`src/rtl/pipe_hazard_ctrl_pkg.sv`:
```
// Shared types and constants for the pipeline hazard controller.
package pipe_hazard_ctrl_pkg;

   typedef enum logic [1:0] {
      ST_RUN      = 2'd0,
      ST_MEMWAIT  = 2'd1,
      ST_EXCFLUSH = 2'd2
   } state_e;

   localparam logic [4:0] REG_ZERO        = 5'd0;
   localparam int         MEM_TIMEOUT_DEF = 255;

   typedef struct packed {
      logic pc_en;
      logic if_id_en;
      logic id_exe_en;
      logic exe_mem_en;
      logic mem_wb_en;
      logic if_id_flush;
      logic id_exe_flush;
      logic exe_mem_flush;
      logic mem_wb_flush;
      logic exc_ack;
      logic bus_err;
   } ctrl_t;

   function automatic ctrl_t ctrl_run_default();
      ctrl_t c;
      c = '{pc_en: 1'b1, if_id_en: 1'b1, id_exe_en: 1'b1, exe_mem_en: 1'b1, mem_wb_en: 1'b1,
            if_id_flush: 1'b0, id_exe_flush: 1'b0, exe_mem_flush: 1'b0, mem_wb_flush: 1'b0,
            exc_ack: 1'b0, bus_err: 1'b0};
      return c;
   endfunction

   function automatic ctrl_t ctrl_reset();
      ctrl_t c;
      c = '{pc_en: 1'b0, if_id_en: 1'b0, id_exe_en: 1'b0, exe_mem_en: 1'b0, mem_wb_en: 1'b0,
            if_id_flush: 1'b1, id_exe_flush: 1'b1, exe_mem_flush: 1'b1, mem_wb_flush: 1'b1,
            exc_ack: 1'b0, bus_err: 1'b0};
      return c;
   endfunction

endpackage

```
`src/rtl/pipe_hazard_ctrl_loaduse_cmp.sv`:
```
// Combinational load-use match between the load in EXE and the source registers read in ID.
module hazard_loaduse_cmp
   import pipe_hazard_ctrl_pkg::*;
(
   input  logic [4:0] id_rs_i,
   input  logic [4:0] id_rt_i,
   input  logic       id_use_rs_i,
   input  logic       id_use_rt_i,
   input  logic [4:0] exe_wb_dreg_i,
   input  logic       exe_wb_we_i,
   input  logic       exe_is_load_i,
   output logic       hit_o
);

   logic rs_match_s;
   logic rt_match_s;

   assign rs_match_s = id_use_rs_i && (id_rs_i == exe_wb_dreg_i);
   assign rt_match_s = id_use_rt_i && (id_rt_i == exe_wb_dreg_i);
   // $zero is never really written, so a load targeting it cannot create a hazard
   assign hit_o      = exe_is_load_i && exe_wb_we_i && (exe_wb_dreg_i != REG_ZERO)
                       && (rs_match_s || rt_match_s);

endmodule

```
`src/rtl/pipe_hazard_ctrl.sv`:
```
// Pipeline enable/flush controller: exceptions, memory waits, branches, load-use interlock.
// Optional performance counters are built when PIPE_HAZARD_PERF_EN is defined.
module pipe_hazard_ctrl
   import pipe_hazard_ctrl_pkg::*;
#(
   parameter int MEM_TIMEOUT = MEM_TIMEOUT_DEF,
   parameter int TO_W        = 8,
   parameter int PERF_W      = 32
) (
   input  logic              clk,
   input  logic              rst,
   input  logic [4:0]        id_rs,
   input  logic [4:0]        id_rt,
   input  logic              id_use_rs,
   input  logic              id_use_rt,
   input  logic [4:0]        exe_wb_dreg,
   input  logic              exe_wb_we,
   input  logic              exe_is_load,
   input  logic              exe_bj,
   input  logic              exc_req,
   input  logic              mem_req,
   input  logic              mem_ready,
   output logic              pc_en,
   output logic              if_id_en,
   output logic              id_exe_en,
   output logic              exe_mem_en,
   output logic              mem_wb_en,
   output logic              if_id_flush,
   output logic              id_exe_flush,
   output logic              exe_mem_flush,
   output logic              mem_wb_flush,
   output logic              exc_ack,
   output logic              bus_err,
   output logic [PERF_W-1:0] stall_cycles,
   output logic [PERF_W-1:0] flush_events
);

   localparam logic [TO_W-1:0] TO_LAST = TO_W'(MEM_TIMEOUT - 1);

   state_e          state_q, state_d;
   logic [TO_W-1:0] cnt_q, cnt_d;
   ctrl_t           ctrl_s;
   logic            lu_hit_s;
   logic            eval_s;
   logic            exc_ok_s;

   hazard_loaduse_cmp u_lu_cmp (
      .id_rs_i       (id_rs),
      .id_rt_i       (id_rt),
      .id_use_rs_i   (id_use_rs),
      .id_use_rt_i   (id_use_rt),
      .exe_wb_dreg_i (exe_wb_dreg),
      .exe_wb_we_i   (exe_wb_we),
      .exe_is_load_i (exe_is_load),
      .hit_o         (lu_hit_s)
   );

   // Next state and Mealy control outputs from registered state and current requests
   always_comb begin
      ctrl_s   = ctrl_run_default();
      state_d  = state_q;
      cnt_d    = cnt_q;
      eval_s   = 1'b0;
      exc_ok_s = 1'b0;
      if (rst) begin
         ctrl_s  = ctrl_reset();
         state_d = ST_RUN;
         cnt_d   = {TO_W{1'b0}};
      end else begin
         case (state_q)
            ST_RUN: begin
               eval_s   = 1'b1;
               exc_ok_s = 1'b1;
            end
            ST_MEMWAIT: begin
               if (mem_ready) begin
                  // release cycle behaves like RUN except exceptions still wait
                  eval_s  = 1'b1;
                  state_d = ST_RUN;
               end else begin
                  ctrl_s.pc_en        = 1'b0;
                  ctrl_s.if_id_en     = 1'b0;
                  ctrl_s.id_exe_en    = 1'b0;
                  ctrl_s.exe_mem_en   = 1'b0;
                  ctrl_s.mem_wb_flush = 1'b1;
                  if (cnt_q == TO_LAST) begin
                     ctrl_s.bus_err = 1'b1;
                     state_d        = ST_RUN;
                     cnt_d          = {TO_W{1'b0}};
                  end else begin
                     cnt_d = cnt_q + {{(TO_W-1){1'b0}}, 1'b1};
                  end
               end
            end
            ST_EXCFLUSH: begin
               ctrl_s.if_id_flush = 1'b1;
               state_d            = ST_RUN;
            end
            default: begin
               state_d = ST_RUN;
               cnt_d   = {TO_W{1'b0}};
            end
         endcase

         if (eval_s) begin
            if (exc_ok_s && exc_req) begin
               ctrl_s.if_id_flush   = 1'b1;
               ctrl_s.id_exe_flush  = 1'b1;
               ctrl_s.exe_mem_flush = 1'b1;
               ctrl_s.exc_ack       = 1'b1;
               state_d              = ST_EXCFLUSH;
            end else if (mem_req && !mem_ready) begin
               ctrl_s.pc_en        = 1'b0;
               ctrl_s.if_id_en     = 1'b0;
               ctrl_s.id_exe_en    = 1'b0;
               ctrl_s.exe_mem_en   = 1'b0;
               ctrl_s.mem_wb_flush = 1'b1;
               state_d             = ST_MEMWAIT;
               cnt_d               = {TO_W{1'b0}};
            end else if (exe_bj) begin
               ctrl_s.if_id_flush  = 1'b1;
               ctrl_s.id_exe_flush = 1'b1;
            end else if (lu_hit_s) begin
               ctrl_s.pc_en        = 1'b0;
               ctrl_s.if_id_en     = 1'b0;
               ctrl_s.id_exe_flush = 1'b1;
            end else begin
               ctrl_s.mem_wb_flush = 1'b0;
            end
         end else begin
            eval_s = 1'b0;
         end
      end
   end

   // State and timeout counter registers
   always_ff @(posedge clk) begin
      if (rst) begin
         state_q <= ST_RUN;
         cnt_q   <= {TO_W{1'b0}};
      end else begin
         state_q <= state_d;
         cnt_q   <= cnt_d;
      end
   end

   assign pc_en         = ctrl_s.pc_en;
   assign if_id_en      = ctrl_s.if_id_en;
   assign id_exe_en     = ctrl_s.id_exe_en;
   assign exe_mem_en    = ctrl_s.exe_mem_en;
   assign mem_wb_en     = ctrl_s.mem_wb_en;
   assign if_id_flush   = ctrl_s.if_id_flush;
   assign id_exe_flush  = ctrl_s.id_exe_flush;
   assign exe_mem_flush = ctrl_s.exe_mem_flush;
   assign mem_wb_flush  = ctrl_s.mem_wb_flush;
   assign exc_ack       = ctrl_s.exc_ack;
   assign bus_err       = ctrl_s.bus_err;

`ifdef PIPE_HAZARD_PERF_EN
   logic [PERF_W-1:0] stall_q;
   logic [PERF_W-1:0] flush_q;
   logic              flush_evt_s;

   // Exception, EXCFLUSH and branch all squash IF/ID; load-use only touches ID/EXE
   assign flush_evt_s = ctrl_s.if_id_flush;

   // Free-running wrap-around performance counters
   always_ff @(posedge clk) begin
      if (rst) begin
         stall_q <= {PERF_W{1'b0}};
         flush_q <= {PERF_W{1'b0}};
      end else begin
         if (!ctrl_s.pc_en) begin
            stall_q <= stall_q + {{(PERF_W-1){1'b0}}, 1'b1};
         end else begin
            stall_q <= stall_q;
         end
         if (flush_evt_s) begin
            flush_q <= flush_q + {{(PERF_W-1){1'b0}}, 1'b1};
         end else begin
            flush_q <= flush_q;
         end
      end
   end

   assign stall_cycles = stall_q;
   assign flush_events = flush_q;
`else
   assign stall_cycles = {PERF_W{1'b0}};
   assign flush_events = {PERF_W{1'b0}};
`endif

endmodule

```
`config.mk`:
```
export PLATFORM = sky130hd
export DESIGN_NAME = pipe_hazard_ctrl
export DESIGN_NICKNAME = d
export VERILOG_FILES = /design/src/rtl/pipe_hazard_ctrl_pkg.sv /design/src/rtl/pipe_hazard_ctrl_loaduse_cmp.sv /design/src/rtl/pipe_hazard_ctrl.sv
export SDC_FILE = /design/constraint.sdc
export NUM_CORES = 1
export LEC_CHECK = 0
export BUFFER_PORTS_ARGS = -buffer_cell sky130_fd_sc_hd__clkbuf_2
export CELL_PAD_IN_SITES_DETAIL_PLACEMENT = 1
export CELL_PAD_IN_SITES_GLOBAL_PLACEMENT = 2
export CORE_ASPECT_RATIO = 1.2
export CORE_MARGIN = 2
export CORE_UTILIZATION = 21
export DETAILED_ROUTE_END_ITERATION = 7
export PLACE_DENSITY = 0.91
export SLEW_MARGIN = 20
export SYNTH_ARGS = -nofsm -noshare
export SYNTH_HDL_FRONTEND = slang
export SYNTH_SLANG_ARGS = --single-unit
```
`constraint.sdc`:
```
create_clock -name clk -period 4.45 [get_ports clk]
set_clock_uncertainty 0.2 [all_clocks]
set_input_delay 0.445 -clock clk [delete_from_list [all_inputs] [get_ports clk]]
set_output_delay 0.445 -clock clk [all_outputs]
set_load 0.005 [all_outputs]
```
==> metrics.txt <==
# TYPE chip_impl_metric gauge
chip_impl_info{name="run_status",value="completed"} 1
chip_impl_metric{name="min_period",unit="ps"} 2520
chip_impl_metric{name="critical_path_required",unit="ps"} 3810
chip_impl_metric{name="finalSetupViolations",unit=""} 0
chip_impl_metric{name="synth.mux.area_fraction",unit="%"} 0.758
chip_impl_metric{name="fraction_of_the_mapped_netlist_area_in_compound_gates",unit="%"} 15.5
chip_impl_metric{name="post-route-period-util",unit="%"} 56.6
chip_impl_info{name="root_buffer",value="clkbuf_8"} 1
chip_impl_metric{name="synth_edf_count",unit=""} 0
chip_impl_metric{name="synthToLayoutAreaGrowth",unit="%"} 5.30
chip_impl_metric{name="timing.critical_path.fanout_max",unit=""} 17
chip_impl_metric{name="yosys_warnings",unit=""} 0
chip_impl_metric{name="setup_tns",unit="ps"} 0
chip_impl_metric{name="cts-root-to-sink-buffers",unit=""} 2
chip_impl_metric{name="multiInputGateArea",unit="µm²"} 832
chip_impl_metric{name="grt_max_degree",unit=""} 18
chip_impl_metric{name="die-height",unit="µm"} 90.9
chip_impl_metric{name="syn_avg_cell_area",unit="µm²"} 7.68
chip_impl_info{name="combinational_family_with_the_most_area_after_synthesis",value="buffers and inverters"} 1
chip_impl_metric{name="total_length_of_routed_wires",unit="mm"} 2.98
chip_impl_metric{name="synth-seq-cells",unit=""} 10
chip_impl_metric{name="synth_async_sr_flop_share",unit="%"} 0
chip_impl_info{name="category_of_the_worst_setup_path_capture_point",value="primary output"} 1
chip_impl_metric{name="postCtsHoldBufs",unit=""} 0
chip_impl_metric{name="cts_inserted_buffers",unit=""} 3
chip_impl_metric{name="portbufs",unit=""} 35
chip_impl_metric{name="mappedNetlistArea",unit="mm²"} 0.00132
chip_impl_metric{name="post_synth_inst_count",unit=""} 172
chip_impl_metric{name="synth_simple_gate_area_share",unit="%"} 20.0
chip_impl_metric{name="clock_tree.htree_level_count",unit=""} 1
chip_impl_metric{name="postCtsSetupRepairBufs",unit=""} 0
chip_impl_metric{name="core_area",unit="mm²"} 0.00605
chip_impl_metric{name="gr-usage-all-layers",unit="%"} 8.22
chip_impl_metric{name="io-pin-count",unit=""} 100
chip_impl_metric{name="power.static_leakage",unit="nW"} 0.671
chip_impl_metric{name="relSlewSlack",unit="%"} 64.9
chip_impl_info{name="min-delay-path-class",value="primary input to flop"} 1
chip_impl_metric{name="initial_core_util",unit="%"} 21.8
chip_impl_metric{name="tightestPinTransition",unit="ps"} 526
chip_impl_metric{name="preCtsSetupSlack",unit="ps"} 2170
chip_impl_metric{name="drtIter0Drc",unit=""} 5
chip_impl_metric{name="fp.dieArea",unit="mm²"} 0.00694
chip_impl_metric{name="worstSkewPairLatency",unit="ps"} 240
chip_impl_metric{name="die-width",unit="µm"} 76.4
chip_impl_info{name="worstSetupStartpointType",value="flop"} 1
chip_impl_metric{name="number_of_max_cap_violations",unit=""} 0
chip_impl_metric{name="finalHoldViolCount",unit=""} 0
chip_impl_metric{name="route.antenna.remaining_nets",unit=""} 0
chip_impl_metric{name="via_count_of_the_first_global_routing_pass",unit=""} 1000
chip_impl_info{name="unrepaired_setup_endpoints_after_global_routing",value="no"} 1
chip_impl_metric{name="peakVddDrop",unit="V"} 0.0000668
chip_impl_metric{name="cp_data_arrival_time",unit="ps"} 1870
chip_impl_metric{name="finalWeightedCongestion",unit=""} 0.813
chip_impl_metric{name="detailroute.via_count",unit=""} 1093
chip_impl_info{name="cts_tree",value="built"} 1
chip_impl_metric{name="drc",unit=""} 0
chip_impl_metric{name="synth_sequential_area_ratio",unit="%"} 15.2
chip_impl_metric{name="area.sequential",unit="µm²"} 200
chip_impl_metric{name="final.hold.worst_slack",unit="ps"} 248
chip_impl_metric{name="cts_resized",unit=""} 0
chip_impl_metric{name="maxSlewViolCount",unit=""} 0
chip_impl_metric{name="clock_sinks",unit=""} 10
chip_impl_metric{name="hpwlAfterDp",unit="mm"} 2.52
chip_impl_metric{name="clkSlewWorstSetupHoldPaths",unit="ps"} 50
chip_impl_metric{name="filler_cell_count",unit=""} 797
chip_impl_metric{name="drt_pass_1_iters",unit=""} 2
chip_impl_info{name="path_class",value="flop to primary output"} 1
chip_impl_metric{name="final_net_count",unit=""} 235
chip_impl_metric{name="yosys.area_share.xor_xnor",unit="%"} 6.63
chip_impl_metric{name="post_route_cells_drive_above_1_share",unit="%"} 20.8
chip_impl_info{name="ys_dominant_reg_cell",value="dfxtp_1"} 1
chip_impl_metric{name="grt_first_pass_wirelength",unit="mm"} 4.71
chip_impl_metric{name="fmax",unit="MHz"} 397
chip_impl_metric{name="detail_route.vias_per_cell",unit=""} 3.78
chip_impl_metric{name="grt_overflow",unit=""} 0
chip_impl_metric{name="setup_slack",unit="ps"} 1930
chip_impl_metric{name="floorplan.rows",unit=""} 31
chip_impl_info{name="layout_common_cells",value="64 x conb_1, 35 x clkbuf_2, 10 x xnor2_1, 10 x dfxtp_1, 9 x nand2_1"} 1
chip_impl_info{name="mostFrequentLayoutCell",value="conb_1"} 1
chip_impl_metric{name="power_density",unit="mW/mm²"} 195
chip_impl_metric{name="antenna_cells_inserted",unit=""} 0
chip_impl_metric{name="yosys.area_share.adder",unit="%"} 1.89
chip_impl_metric{name="grt_antenna_before_repair",unit=""} 0
chip_impl_metric{name="ys_types",unit=""} 40
chip_impl_metric{name="post_drt_wl_per_cell",unit="µm"} 10.3
layer usage:
metal | routed length (µm) | GRT usage, %
met4 | 22 | 2.27
met3 | 355 | 3.00
met5 | 0 | 0
met2 | 1420 | 14.9
met1 | 1180 | 8.92
worst paths after layout:
| check | start | to | depth (start not counted) | slack [ps] |
|---|---|---|---|---|
| worst max-delay path | state_q[0]$_SDFF_PP0_ | exe_mem_en | 4 | 1930 |
| worst min-delay path | rst | state_q[0]$_SDFF_PP0_ | 2 | 250 |
| worst max register to register | state_q[0]$_SDFF_PP0_ | cnt_q[7]$_SDFF_PP0_ | 4 | 2550 |
| worst min register to register | cnt_q[7]$_SDFF_PP0_ | cnt_q[7]$_SDFF_PP0_ | 1 | 310 |
where the power goes:
part | internal, mW | switching, mW | leakage [nW]
registers | 0.0908 | 0.00291 | 0.0808
clock network | 0.0778 | 0.0355 | 0.0288
logic | 0.0255 | 0.0390 | 0.561
total | 0.194 | 0.0774 | 0.671
worst max-delay path, stage by stage (launching register included):
cell      delay, ps
dfxtp_1         650
nand2b_1        280
o21ai_0         460
inv_1           120
clkbuf_2        140
area by class of cell:
class / count / area share, %
Multi-Input combinational cell: 151 / 59.8
Sequential cell: 10 / 14.4
Timing Repair Buffer: 35 / 12.6
Tap cell: 82 / 7.37
Clock buffer: 4 / 3.96
Inverter: 7 / 1.89
kinds of logic (layout without fill, tap and decap cells):
group / count (synthesis) / in the layout
buffers and inverters: 74 / 46
adders and majority gates: 2 / 2
AOI/OAI and AO/OA: 31 / 31
DFF: 10 / 10
xor gates and xnor gates: 10 / 10
and+or+nand+nor: 43 / 43
muxes: 1 / 1
other: 1 / 64
synth_stat cells (all sizes together) (3+ instances only):
library cell	n	area share, %
dfxtp	10	15
nand2	9	2.6
inv	7	2.0
or3	3	1.4
nor2	4	1.1
nand4	4	1.9
xnor2	10	6.6
a21oi	7	2.7
buf	66	38
nand2b	5	2.4
nor2b	3	1.6
o21ai	6	2.3
a31oi	5	2.4
nand3	3	1.1
per-stage QoR:
stage	cells	util [%]	total power [mW]	area, µm²
floorplan	235	-	0.174	1560
global placement	285	22.1	0.158	1340
detailed placement	285	22.1	0.159	1340
CTS	289	23.0	0.275	1390
global route	289	23.0	0.291	1390
finish	289	23.0	0.271	1390
state kept, by name, summed over array words and instances (netlist names):
| name | cells |
|---|---|
| state_q | 2 |
| cnt_q | 8 |
(Power assumes the default switching activity.)
